===== config.mk =====
export PLATFORM = sky130hd
export DESIGN_NAME = arbiter_in_rr
export DESIGN_NICKNAME = d
export VERILOG_FILES = /design/src/rtl/arbiter_pkg.sv /design/src/rtl/arbiter_in_rr_chk.sv /design/src/rtl/rr_pick.sv /design/src/rtl/arbiter_in_rr.sv
export SDC_FILE = /design/constraint.sdc
export NUM_CORES = 1
export LEC_CHECK = 0
export BUFFER_PORTS_ARGS = -buffer_cell sky130_fd_sc_hd__buf_2
export CORE_UTILIZATION = 50
export DETAILED_ROUTE_END_ITERATION = 7
export HOLD_SLACK_MARGIN = 0.02
export PLACE_DENSITY = 0.72
export SLEW_MARGIN = 25
export SYNTH_ARGS = -nofsm -noshare
export SYNTH_HDL_FRONTEND = slang
export SYNTH_SLANG_ARGS = --single-unit

===== constraint.sdc =====
create_clock -name clk -period 10.72 [get_ports clk]
set_input_delay 1.608 -clock clk [delete_from_list [all_inputs] [get_ports clk]]
set_output_delay 1.608 -clock clk [all_outputs]
set_load 0.02 [all_outputs]

===== src/rtl/arbiter_pkg.sv =====
// -----------------------------------------------------------------------------
// arbiter_pkg
// Shared definitions for the input-side router arbiter:
//   - PORT_N..PORT_L : requester bit positions for the 5-port router
//   - arb_mode_e     : priority search policy (sticky / rotating)
//   - onehot_to_idx  : binary index of a one-hot vector (up to 32 bits)
// -----------------------------------------------------------------------------
package arbiter_pkg;

    localparam int PORT_N = 0;
    localparam int PORT_E = 1;
    localparam int PORT_W = 2;
    localparam int PORT_S = 3;
    localparam int PORT_L = 4;

    typedef enum logic {
        ARB_STICKY = 1'b0,
        ARB_ROTATE = 1'b1
    } arb_mode_e;

    // OR of the indices of all set bits; exact for one-hot or all-zero input.
    function automatic logic [4:0] onehot_to_idx(input logic [31:0] oh);
        logic [4:0] idx;
        idx = 5'd0;
        for (int i = 0; i < 32; i++) begin
            if (oh[i]) begin
                idx = idx | 5'(i);
            end else begin
                idx = idx;
            end
        end
        return idx;
    endfunction

endpackage : arbiter_pkg


===== src/rtl/arbiter_in_rr_chk.sv =====
// -----------------------------------------------------------------------------
// arbiter_in_rr_chk
// Property checker bound inside arbiter_in_rr. Observes the grant outputs:
//   - grant is one-hot or zero
//   - a granted bit always has its request set
//   - grant_valid / grant_idx are consistent with grant
// -----------------------------------------------------------------------------
module arbiter_in_rr_chk
    import arbiter_pkg::*;
#(
    parameter int NUM_REQ = 5,
    parameter int IDX_W   = 3
) (
    input logic               clk,
    input logic               reset,
    input logic [NUM_REQ-1:0] req_i,
    input logic [NUM_REQ-1:0] grant_i,
    input logic               grant_valid_i,
    input logic [IDX_W-1:0]   grant_idx_i
);

    a_grant_onehot0 : assert property (@(posedge clk) disable iff (!reset)
        $onehot0(grant_i));

    a_grant_has_req : assert property (@(posedge clk) disable iff (!reset)
        (grant_i & ~req_i) == '0);

    a_valid_matches : assert property (@(posedge clk) disable iff (!reset)
        grant_valid_i == (|grant_i));

    a_idx_matches : assert property (@(posedge clk) disable iff (!reset)
        onehot_to_idx(32'(grant_i)) == 5'(grant_idx_i));

endmodule : arbiter_in_rr_chk


===== src/rtl/rr_pick.sv =====
// -----------------------------------------------------------------------------
// rr_pick
// Combinational cyclic first-set finder. Starting at start_i and searching
// upward with wrap-around, returns the first set bit of req_i.
//   req_i   [NUM_REQ]  request vector
//   start_i [IDX_W]    first index to examine (must be < NUM_REQ)
//   grant_o [NUM_REQ]  one-hot winner, 0 when no request
//   idx_o   [IDX_W]    binary index of the winner, 0 when no request
//   valid_o            any request present
// -----------------------------------------------------------------------------
module rr_pick
    import arbiter_pkg::*;
#(
    parameter int NUM_REQ = 5,
    parameter int IDX_W   = 3
) (
    input  logic [NUM_REQ-1:0] req_i,
    input  logic [IDX_W-1:0]   start_i,
    output logic [NUM_REQ-1:0] grant_o,
    output logic [IDX_W-1:0]   idx_o,
    output logic               valid_o
);

    localparam logic [IDX_W:0] SUM_N = (IDX_W+1)'(NUM_REQ);

    logic [NUM_REQ-1:0] rot_s;
    logic               found_s;
    logic [IDX_W-1:0]   off_s;
    logic [IDX_W:0]     sum_s;
    logic [IDX_W-1:0]   idx_s;

    // Rotate req so start_i lands at bit 0 (double-width shift), find the
    // lowest set bit, then map the offset back to an absolute index.
    always_comb begin
        rot_s   = NUM_REQ'({req_i, req_i} >> start_i);
        found_s = 1'b0;
        off_s   = '0;
        for (int i = 0; i < NUM_REQ; i++) begin
            if (!found_s && rot_s[i]) begin
                found_s = 1'b1;
                off_s   = IDX_W'(i);
            end else begin
                found_s = found_s;
            end
        end
        sum_s = {1'b0, start_i} + {1'b0, off_s};
        if (sum_s >= SUM_N) begin
            idx_s = IDX_W'(sum_s - SUM_N);
        end else begin
            idx_s = IDX_W'(sum_s);
        end
    end

    assign valid_o = found_s;
    assign idx_o   = found_s ? idx_s : '0;
    assign grant_o = found_s ? (NUM_REQ'(1'b1) << idx_s) : '0;

endmodule : rr_pick


===== src/rtl/arbiter_in_rr.sv =====
// -----------------------------------------------------------------------------
// arbiter_in_rr
// Input-side arbiter for one router input port. Picks one LBDR request per
// cycle (combinational, one-hot) with sticky or rotating priority, optional
// packet locking from head to tail flit and an optional sticky-mode
// starvation limit.
//   clk          rising-edge clock
//   reset        asynchronous active-low reset; also forces outputs to 0
//   req          [NUM_REQ] requests, bit i = requester i (N,E,W,S,L)
//   tail         [NUM_REQ] bit i = requester i's current flit is a tail
//   grant        [NUM_REQ] one-hot grant
//   grant_valid  |grant
//   grant_idx    [IDX_W] binary index of the grant, 0 when no grant
// -----------------------------------------------------------------------------
module arbiter_in_rr
    import arbiter_pkg::*;
#(
    parameter  int NUM_REQ  = 5,
    parameter  int MODE     = 0,
    parameter  int LOCK_EN  = 1,
    parameter  int HOLD_MAX = 0,
    localparam int IDX_W    = (NUM_REQ > 1) ? $clog2(NUM_REQ) : 1
) (
    input  logic               clk,
    input  logic               reset,
    input  logic [NUM_REQ-1:0] req,
    input  logic [NUM_REQ-1:0] tail,
    output logic [NUM_REQ-1:0] grant,
    output logic               grant_valid,
    output logic [IDX_W-1:0]   grant_idx
);

    localparam int HC_W = (HOLD_MAX > 0 && $clog2(HOLD_MAX + 1) > 1)
                          ? $clog2(HOLD_MAX + 1) : 1;
    localparam logic [HC_W-1:0]  HOLD_SAT = '1;
    localparam logic [HC_W-1:0]  HOLD_LIM = HC_W'(HOLD_MAX - 1);
    localparam logic [IDX_W-1:0] LAST_IDX = IDX_W'(NUM_REQ - 1);
    localparam arb_mode_e        MODE_E   = (MODE == 1) ? ARB_ROTATE : ARB_STICKY;

    logic [IDX_W-1:0]   last_q,     last_d;
    logic               has_last_q, has_last_d;
    logic               locked_q,   locked_d;
    logic [IDX_W-1:0]   lock_idx_q, lock_idx_d;
    logic [HC_W-1:0]    hold_cnt_q, hold_cnt_d;

    logic [IDX_W-1:0]   last_inc_s;
    logic [NUM_REQ-1:0] last_oh_s;
    logic [NUM_REQ-1:0] lock_oh_s;
    logic               starve_s;
    logic [IDX_W-1:0]   start_s;
    logic [NUM_REQ-1:0] pick_grant_s;
    logic [IDX_W-1:0]   pick_idx_s;
    logic               pick_valid_s;
    logic [NUM_REQ-1:0] grant_raw_s;
    logic [IDX_W-1:0]   gidx_s;

    assign last_inc_s = (last_q == LAST_IDX) ? '0 : last_q + IDX_W'(1);
    assign last_oh_s  = NUM_REQ'(1'b1) << last_q;
    assign lock_oh_s  = NUM_REQ'(1'b1) << lock_idx_q;

    // Sticky holder has used its allowance and someone else is waiting:
    // skip past it for this one cycle.
    assign starve_s = (MODE_E == ARB_STICKY) && (HOLD_MAX > 0) &&
                      (hold_cnt_q == HOLD_LIM) && (|(req & ~last_oh_s));

    // Search start for the unlocked case.
    always_comb begin
        if (!has_last_q) begin
            start_s = '0;
        end else if ((MODE_E == ARB_ROTATE) || starve_s) begin
            start_s = last_inc_s;
        end else begin
            start_s = last_q;
        end
    end

    rr_pick #(
        .NUM_REQ (NUM_REQ),
        .IDX_W   (IDX_W)
    ) u_pick (
        .req_i   (req),
        .start_i (start_s),
        .grant_o (pick_grant_s),
        .idx_o   (pick_idx_s),
        .valid_o (pick_valid_s)
    );

    // A locked packet owns the port; a stalled owner yields no grant at all.
    always_comb begin
        if (locked_q) begin
            grant_raw_s = req & lock_oh_s;
            gidx_s      = lock_idx_q;
        end else begin
            grant_raw_s = pick_valid_s ? pick_grant_s : '0;
            gidx_s      = pick_idx_s;
        end
    end

    assign grant       = reset ? grant_raw_s : '0;
    assign grant_valid = |grant;
    assign grant_idx   = grant_valid ? gidx_s : '0;

    // Next-state for priority pointer, hold counter and packet lock.
    always_comb begin
        last_d     = last_q;
        has_last_d = has_last_q;
        hold_cnt_d = hold_cnt_q;
        locked_d   = locked_q;
        lock_idx_d = lock_idx_q;

        if (grant_valid) begin
            last_d     = gidx_s;
            has_last_d = 1'b1;
            if (has_last_q && (gidx_s == last_q)) begin
                hold_cnt_d = (hold_cnt_q == HOLD_SAT) ? hold_cnt_q
                                                      : hold_cnt_q + HC_W'(1);
            end else begin
                hold_cnt_d = '0;
            end
        end else begin
            hold_cnt_d = hold_cnt_q;
        end

        if (locked_q) begin
            if (grant_valid && tail[lock_idx_q]) begin
                locked_d = 1'b0;
            end else begin
                locked_d = 1'b1;
            end
        end else if ((LOCK_EN != 0) && grant_valid && !tail[gidx_s]) begin
            locked_d   = 1'b1;
            lock_idx_d = gidx_s;
        end else begin
            locked_d = 1'b0;
        end
    end

    // State registers.
    always_ff @(posedge clk or negedge reset) begin
        if (!reset) begin
            last_q     <= '0;
            has_last_q <= 1'b0;
            locked_q   <= 1'b0;
            lock_idx_q <= '0;
            hold_cnt_q <= '0;
        end else begin
            last_q     <= last_d;
            has_last_q <= has_last_d;
            locked_q   <= locked_d;
            lock_idx_q <= lock_idx_d;
            hold_cnt_q <= hold_cnt_d;
        end
    end

    arbiter_in_rr_chk #(
        .NUM_REQ (NUM_REQ),
        .IDX_W   (IDX_W)
    ) u_chk (
        .clk           (clk),
        .reset         (reset),
        .req_i         (req),
        .grant_i       (grant),
        .grant_valid_i (grant_valid),
        .grant_idx_i   (grant_idx)
    );

endmodule : arbiter_in_rr

==> results.md, run 1 <==
* Max Slew Vio Count at 0
* Reg-to-reg slack, setup at 4.90 ns
* Global-route wire length before repair at 5.257 mm
* Setup TNS at 0 ns
* Required @ worst endpoint at 9.11 ns
* Post-Synthesis Cells at 176
* Worst Path Arrival at 6.04 ns
* Antenna cells at 0
* Post-CTS Hold Buffers at 0
* Endpoints failing hold at 0
* Setup CP Type: in -> out
* Vias per inst at 6.127
* CTS tree: done
* Max FO, Critical Path at 10
* Global Route Usage Sum at 23.67%
* Placed cells at 217
* Setup bufs post-CTS at 0
* Commonest register cell after synthesis: dfrtp_1
* Crit. End Element: primary output
* Die height at 54.06 um
* Clock tree buffer depth at 2
* CTS sink count at 8
* Post-Synthesis Cell Area at 1355 sq um
* First-pass DRT Iterations at 4
* Root buf cell: clkbuf_4
* Least-Margin Pin Slew at 0.6803 ns
* Minimum clock period at 7.649 ns
* Syn nets at 194
* Port bufs at 20
* Final core utilization at 57.84%
* DRC at 0
* Most used routing layer: met2
* Area growth, synth to finish at 7.664%
* Final setup fails at 0
* Synth top area share at 14.77%
* DR iter-0 viols at 29
* CP Launch Type: primary input
* Dominant cells by area after synthesis: dfrtp_1 15%, mux2i_1 5.9%, nand2_1 4.7%
* Max-cap violations at 0
* Area of the die at 2922 sq um
* Post-synth ARST share at 100.0%
* Period utilisation layout at 71.35%
* Share of cells above drive strength 1 at 20.53%
* Post-synth EDFFs at 0
* Horiz. Die Dim at 54.06 um
* Hpwl dp at 2.541 mm
* Area leader, netlist: dfrtp_1
* H-Tree Depth at 1
* Synthesis warning total at 0
* Starting Density at 53.72%
* Detailed Route WL at 3.277 mm
* Min Hold Slack at 0.6353 ns
* Avg Inst Size Synth at 7.699 sq um
* GR met2 Demand/Resource at 41.98%
* Register area share after synthesis at 14.77%
* Core Footprint at 2522 sq um
* Std cell rows at 18
* Number of distinct library cells after synthesis at 61
* Largest net degree at the start of global routing at 21
* Most frequent cells after synthesis: 17 x nand2_1, 14 x nor2_1, 11 x inv_1
* Met1 GRT Util at 31.40%
* Count leader, synth: nand2_1
* Worst-path clk slew at 0.05 ns
* Worst relative slew slack at 53.47%
* RePlAce Congestion at 0.9085
* RSZ-0062 raised after global routing: false
* Vias in the first global route at 1209
* Post-CTS sizing at 0
* FMAX at 130.7 MHz
* Antenna violations before repair at 0
* GR Overflow Total at 0
* Clock latency on the worst-skew pair at 0.25 ns
* Clock buffer count from CTS at 3
* Seq cells post-synth at 8
* Ports at 21
* Routed wire per std cell at 14.90 um
* Routed Antenna Nets at 0
* Vias at 1348
* Met3 GRT Util at 2.542%
* Non-Filler Instances at 220
* Outcome: finished clean
* Layout Skew at 0.002244 ns
* Hold WC Path Type: reg -> reg
* Nets at 210
critical path, stage by stage:
cell      delay, ns
buf_2          0.15
or3b_1         0.38
a32oi_1        0.21
o221ai_1       0.17
o21ai_0        0.19
and2_1         0.15
ha_1           0.16
inv_1          0.05
fa_1           0.56
ha_1           0.25
nor2b_1        0.19
o21ai_1        0.09
a211o_1        0.39
mux2_2         0.30
a32o_1         0.29
nand2b_4       0.09
inv_2          0.05
nor4_4         0.48
inv_1          0.11
buf_2          0.18
cells in the final DEF (no fill, tap or decap), types with 3 or more instances in the layout:
cell type / synthesis / routed
buf_2: 6 / 20
dfrtp_1: 8 / 8
nand3_1: 6 / 6
mux2i_1: 8 / 8
inv_1: 11 / 11
o21ai_0: 9 / 9
a211oi_1: 4 / 4
nor2b_1: 4 / 4
a21oi_1: 8 / 8
o22ai_1: 3 / 3
and3b_1: 3 / 3
clkbuf_4: 0 / 3
and2_1: 3 / 3
nand2_1: 17 / 17
nand2b_1: 7 / 7
nor2_1: 14 / 14
ha_1: 5 / 5
or3b_1: 3 / 3
stage by stage:
stage | instance area, sq um | setup WS [ns]
after global placement | 1436 | 3.242
after CTS | 1459 | 3.060
after global routing | 1459 | 2.654
after floorplan | 1355 | 3.669
final | 1459 | 3.071
after detailed placement | 1436 | 3.085
state kept, by name (all words and copies together), names as in the netlist:
register    count
last_q          3
has_last_q      1
lock_idx_q      3
locked_q        1
routing by layer:
layer | wire length [um] | up-vias | share of wire (%)
li1 | - | 674 | -
met4 | 16 | 0 | 0.49
met3 | 103 | 2 | 3.1
met5 | 0 | - | 0
met1 | 1566 | 642 | 48
met2 | 1591 | 30 | 49
worst paths after layout:
check / from / cells after the start / endpoint
setup reg to reg: last_q[0] / 18 / lock_idx_q[1]
hold / removal: lock_idx_q[2] / 1 / lock_idx_q[2]
min in group asynchronous: reset / 1 / last_q[0]
max in group asynchronous: reset / 1 / locked_q
hold reg to reg: lock_idx_q[2] / 1 / lock_idx_q[2]
setup / recovery: req[3] / 20 / grant_valid
kinds of logic (layout without fill, tap and decap cells):
logic type / Yosys count / in the layout / synth area share (%)
muxes: 12 / 12 / 10.34
adders and majority gates: 6 / 6 / 6.094
buffers and inverters: 22 / 36 / 7.756
xor gates and xnor gates: 2 / 2 / 1.293
and+or+nand+nor: 80 / 80 / 35.64
AOI/OAI and AO/OA: 46 / 46 / 24.10
DFF: 8 / 8 / 14.77
area by class of cell:
cell class | count | area, sq um
timing repair buffer | 20 | 100.1
fill | 252 | 1064
sequential | 8 | 200.2
multi-input combinational | 146 | 1050
tap | 30 | 37.54
inverter | 13 | 48.80
clock buffer | 3 | 22.52
Power of run 1 is left out: the tool's default activity adds up to more than one toggle a clock period on the data nets, which glitch-free logic cannot reach.
==> run 2, diff against run 1 <==
Settings changed: PLACE_DENSITY 0.72 to 0.74.
Clock period 10.72 ns to 6.64 ns, I/O delays scaled along.
==> results.md, run 2 (synthesis results as in run 1) <==
* Outcome: finished clean
* Worst Setup SP: req[3]
* First-pass DRT Iterations at 5 (+1)
* CP Launch Type: primary input
* DRC at 0 (unchanged)
* Layout Skew at 0.002162 ns (-0.00008161 ns)
* Required @ worst endpoint at 5.64 ns (-3.47 ns)
* Cell Area, Placed at 1444 sq um (+0.52%)
* Most frequent cells in the layout: 20 x buf_2, 17 x nand2_1, 14 x nor2_1
* Final core utilization at 58.33% (+0.50 points)
* Vias at 1362 (+1.0%)
* Most common cell after layout, fill and taps aside: buf_2
* Global Route Usage Sum at 23.71% (+0.041 points)
* Area growth, synth to finish at 8.587%
* Clock latency on the worst-skew pair at 0.25 ns (about the same)
* Ports at 21 (unchanged)
* Worst Path Arrival at 5.27 ns (-0.77 ns)
* Starting Density at 53.72% (unchanged)
* Worst-path clk slew at 0.05 ns (about the same)
* Minimum clock period at 6.263 ns
* Hpwl dp at 2.501 mm (-1.6%)
* CP max stage delay at 0.55 ns (about the same)
* Port bufs at 20 (unchanged)
* RePlAce Congestion at 0.8673 (-4.5%)
* Core Footprint at 2522 sq um (unchanged)
* Endpoints failing hold at 0 (unchanged)
* Multi-input gate area at 1055 sq um (+0.48%)
* Max-cap violations at 0 (unchanged)
* Total area of sequential cells at 200.2 sq um (unchanged)
* GR Overflow Total at 0 (unchanged)
* Hold WC Path Type: in -> async
* H-Tree Depth at 1 (unchanged)
* Fin area at 1471 sq um (+0.86%)
* Root buf cell: clkbuf_4
* CTS tree: done
* Reg2reg start: last_q[0]
* CTS sink count at 8 (unchanged)
* Horiz. Die Dim at 54.06 um (unchanged)
* Period utilisation layout at 94.32%
* Setup bufs post-CTS at 0 (unchanged)
* Slowest-stage cell, CP: fa_1
* RSZ-0062 raised after global routing: false
* Vias in the first global route at 1151 (-4.8%)
* Max Slew Vio Count at 0 (unchanged)
* Nets at 211 (+0.48%)
* Setup TNS at 0 ns (unchanged)
* Clock tree buffer depth at 2 (unchanged)
* Routed wire per std cell at 14.89 um (about the same)
* Worst relative slew slack at 55.51% (+2.0 points)
* Placed cells at 218 (+0.46%)
* Largest net degree at the start of global routing at 21 (unchanged)
* Non-Filler Instances at 221 (+0.45%)
* Clock buffer count from CTS at 3 (unchanged)
* Worst path cell trace: buf_2, or3b_1, a32oi_1, o221ai_1, o21ai_0, and2_1, ha_1, inv_1, fa_1, ha_1, nor2b_1, o21ai_1, a211o_1, mux2_2, a32o_1, nand2b_4, inv_2, nor4_4, inv_1, buf_2
* DR iter-0 viols at 38 (+31%)
* Global-route wire length before repair at 5.133 mm (-2.4%)
* Post-CTS Hold Buffers at 0 (unchanged)
* FMAX at 159.7 MHz
* Antenna violations before repair at 0 (unchanged)
* Routed Antenna Nets at 0 (unchanged)
* Least-Margin Pin Slew at 0.6587 ns (-0.02167 ns)
* Vias per inst at 6.163 (+0.58%)
* Area of the die at 2922 sq um (unchanged)
* Max FO, Critical Path at 7 (-3)
* Detailed Route WL at 3.291 mm (+0.43%)
* Share of cells above drive strength 1 at 21.47% (+0.94 points)
* Largest regs: last_q (3), lock_idx_q (3)
* Die height at 54.06 um (unchanged)
* Final setup fails at 0 (unchanged)
* Antenna cells at 0 (unchanged)
* # fillers at 241 (-4.4%)
* Std cell rows at 18 (unchanged)
* Crit. End Element: primary output
* Setup CP Type: in -> out
run 2: cell count changes in the layout (fill, tap and decap cells not counted):
cell      delta
a211oi_1     -1
a211oi_2     +1
buf_4        +1
run 2: worst paths after layout:
path	to	slack, ns	cells after the start
setup / recovery	grant_valid	0.38	20
hold / removal	lock_idx_q[0]	0.59	1
setup reg to reg	lock_idx_q[1]	0.93	18
hold reg to reg	lock_idx_q[2]	0.62	1
max in group asynchronous	last_q[0]	5.86	1
min in group clk	lock_idx_q[2]	0.62	1
run 2: critical path: cells and delay by family:
| family | cells | cell delay [ns] |
|---|---|---|
| AOI/OAI and AO/OA | 6 | 1.33 |
| and+or+nand+nor | 5 | 1.11 |
| adders and majority gates | 3 | 0.97 |
| buffers and inverters | 5 | 0.54 |
| muxes | 1 | 0.29 |
run 2: routing by layer:
metal  global-route usage, %  up-vias  wire length, um  part of all wire (%)
met5                       0        -                0                     0
met4                   3.419        0                7                  0.21
met3                   3.390        2              124                   3.8
met2                   40.12       38             1536                    47
met1                   32.22      640             1622                    49
li1                        -      682                -                     -
run 2: layout make-up:
cell class / count / area share [%]
flip-flops and latches: 8 / 13.61
repair buffers: 21 / 7.313
multi-input cells: 146 / 71.68
well taps: 30 / 2.551
clock buffers: 3 / 1.531
inverters: 13 / 3.316
run 2: stage by stage:
stage	worst slack, ns	hold slack, ns
2_1_floorplan	0.8133	0.5432
3_3_place_gp	0.5093	0.6067
3_5_place_dp	0.3585	0.6067
4_1_cts	0.3399	0.5890
5_1_grt	0.09537	0.6021
6_report	0.3773	0.5916
run 2: repair_timing:
action / CTS / global route
hold endpoints to repair: 0 / 0
gates resized for setup: 0 / 1
setup endpoints to repair: 0 / 1
Power of run 2 is left out for the same reason.
==> run 3, diff against run 2 <==
Settings changed: CELL_PAD_IN_SITES_DETAIL_PLACEMENT from default to 2, CELL_PAD_IN_SITES_GLOBAL_PLACEMENT from default to 2, CORE_UTILIZATION 50 to 30, PLACE_DENSITY 0.74 to default, PLACE_DENSITY_LB_ADDON from default to 0.1.
==> results.md, run 3 (synthesis results as in run 1) <==
* Crit. End Element: primary output
* Horiz. Die Dim at 69.21 um (+28%)
* Most common cell after layout, fill and taps aside: buf_2
* # fillers at 529 (+120%)
* Worst Path Arrival at 5.29 ns (+0.02 ns)
* Setup bufs post-CTS at 0 (unchanged)
* Minimum clock period at 6.289 ns (+0.02658 ns)
* Area of the die at 4789 sq um (+64%)
* H-Tree Depth at 1 (unchanged)
* Clock latency on the worst-skew pair at 0.23 ns (-0.02 ns)
* Least-Margin Pin Slew at 0.8194 ns (+0.1607 ns)
* Most frequent cells in the layout: 20 x buf_2, 17 x nand2_1, 14 x nor2_1
* Detailed Route WL at 4.512 mm (+37%)
* Worst-path clk slew at 0.04 ns (about the same)
* CP max stage delay at 0.56 ns (about the same)
* Worst relative slew slack at 43.96% (-12 points)
* Post-CTS sizing at 0 (unchanged)
* CP Launch Type: primary input
* Area growth, synth to finish at 12.74%
* R2R depth at 19 (+1)
* Setup TNS at 0 ns (unchanged)
* GR Overflow Total at 0 (unchanged)
* Final setup fails at 0 (unchanged)
* Root buf cell: clkbuf_8
* Largest net degree at the start of global routing at 21 (unchanged)
* Clock buffer count from CTS at 3 (unchanged)
* Largest regs: last_q (3), lock_idx_q (3)
* Layout Skew at 0.0003446 ns (-0.001818 ns)
* Vias in the first global route at 1490 (+29%)
* Core Footprint at 4354 sq um (+73%)
* Worst path bufs/invs at 5 (unchanged)
* DRC at 0 (unchanged)
* Antenna cells at 0 (unchanged)
* Nets at 213 (+0.95%)
* Crit Reg-Reg Endpoint: lock_idx_q[1]
* Vias per inst at 5.665 (-8.1%)
* Top Family by Delay on Critical Path: compound AO/OA/AOI/OAI gates
* Outcome: finished clean
* Setup CP Type: in -> out
* Endpoints failing hold at 0 (unchanged)
* Die height at 69.21 um (+28%)
* Clock tree buffer depth at 2 (unchanged)
* RePlAce Congestion at 0.7864 (-9.3%)
* Starting Density at 31.12% (-23 points)
* Max FO, Critical Path at 7 (unchanged)
* Worst path cell trace: buf_2, or3b_1, a32oi_1, o221ai_1, o21ai_0, and2_1, ha_1, inv_1, fa_1, ha_1, nor2b_1, o21ai_1, a211o_1, mux2_2, a32o_1, nand2b_4, inv_2, nor4_4, buf_4, nor2_1, buf_2
* Ports at 21 (unchanged)
* Std cell rows at 24 (+6)
* Port bufs at 20 (unchanged)
* Max-cap violations at 0 (unchanged)
* Antenna violations before repair at 0 (unchanged)
* Hpwl dp at 3.622 mm (+45%)
* CTS tree: done
* Post-CTS Hold Buffers at 0 (unchanged)
* Global-route wire length before repair at 7.583 mm (+48%)
* Reg-to-reg slack, setup at 0.71 ns (-0.22 ns)
* Vias at 1388 (+1.9%)
* Share of cells above drive strength 1 at 21.76% (+0.30 points)
* Period utilisation layout at 94.72% (+0.40 points)
* Max Slew Vio Count at 0 (unchanged)
* Hold WC Path Type: in -> async
* Routed Antenna Nets at 0 (unchanged)
* DR iter-0 viols at 72 (+89%)
* FMAX at 159.0 MHz (-0.42%)
* RSZ-0062 raised after global routing: false
* Routed wire per std cell at 18.42 um (+24%)
* Global Route Usage Sum at 19.36% (-4.3 points)
* CTS sink count at 8 (unchanged)
* Reg2reg start: last_q[0]
* Required @ worst endpoint at 5.64 ns (about the same)
* First-pass DRT Iterations at 4 (-1)
* Slowest-stage cell, CP: fa_1
-- run 3: final cells by class --
type | instances | area [sq um] | area share, %
clock buffer | 3 | 41.29 | 2.703
timing repair buffer | 23 | 122.6 | 8.026
multi-input combinational | 146 | 1050 | 68.71
inverter | 13 | 48.80 | 3.194
tap | 52 | 65.06 | 4.259
sequential | 8 | 200.2 | 13.10
-- run 3: through the flow --
stage	instances	setup slack [ns]	instance area, sq um	utilization, %	hold WS, ns
after floorplan	176	0.8133	1355	-	0.5432
after global placement	241	0.4141	1479	33.97	0.6209
after detailed placement	241	0.1872	1479	33.97	0.6374
after CTS	244	0.1479	1520	34.91	0.6277
after global routing	245	0.02553	1528	35.09	0.6390
final	245	0.3507	1528	35.09	0.6245
-- run 3: worst max path at each step --
stage / start / end / slack (ns) / cells after the start
global placement: req[3] / grant_valid / 0.41 / 20
floorplan: req[3] / grant_valid / 0.81 / 18
CTS: req[3] / grant_valid / 0.15 / 20
detailed placement: req[3] / grant_valid / 0.19 / 20
finish: req[3] / grant_idx[0] / 0.35 / 21
global route: req[3] / grant_idx[0] / 0.03 / 21
-- run 3: worst reg2reg max path, cell delays in order, from the launching register on --
cell and delay, ns:
dfrtp_1 0.78, mux2i_1 0.45, o32ai_1 0.13, nor2_1 0.14
o21ai_0 0.10, o21ai_0 0.14, and2_1 0.14, ha_1 0.17
inv_1 0.06, fa_1 0.56, ha_1 0.24, nor2b_1 0.23
o21ai_1 0.12, a2111oi_0 0.79, a211oi_1 0.13, a211oi_2 0.30
mux2_2 0.38, nor3b_1 0.14, or4_4 0.51, mux2_4 0.31
-- run 3: metal layers --
| layer | global-route usage (%) | vias up | wire (um) |
|---|---|---|---|
| met5 | 0 | - | 0 |
| met4 | 2.268 | 0 | 21 |
| met3 | 2.471 | 2 | 94 |
| met2 | 35.17 | 21 | 2284 |
| met1 | 25.00 | 687 | 2112 |
| li1 | - | 678 | - |
Power of run 3 is left out for the same reason.
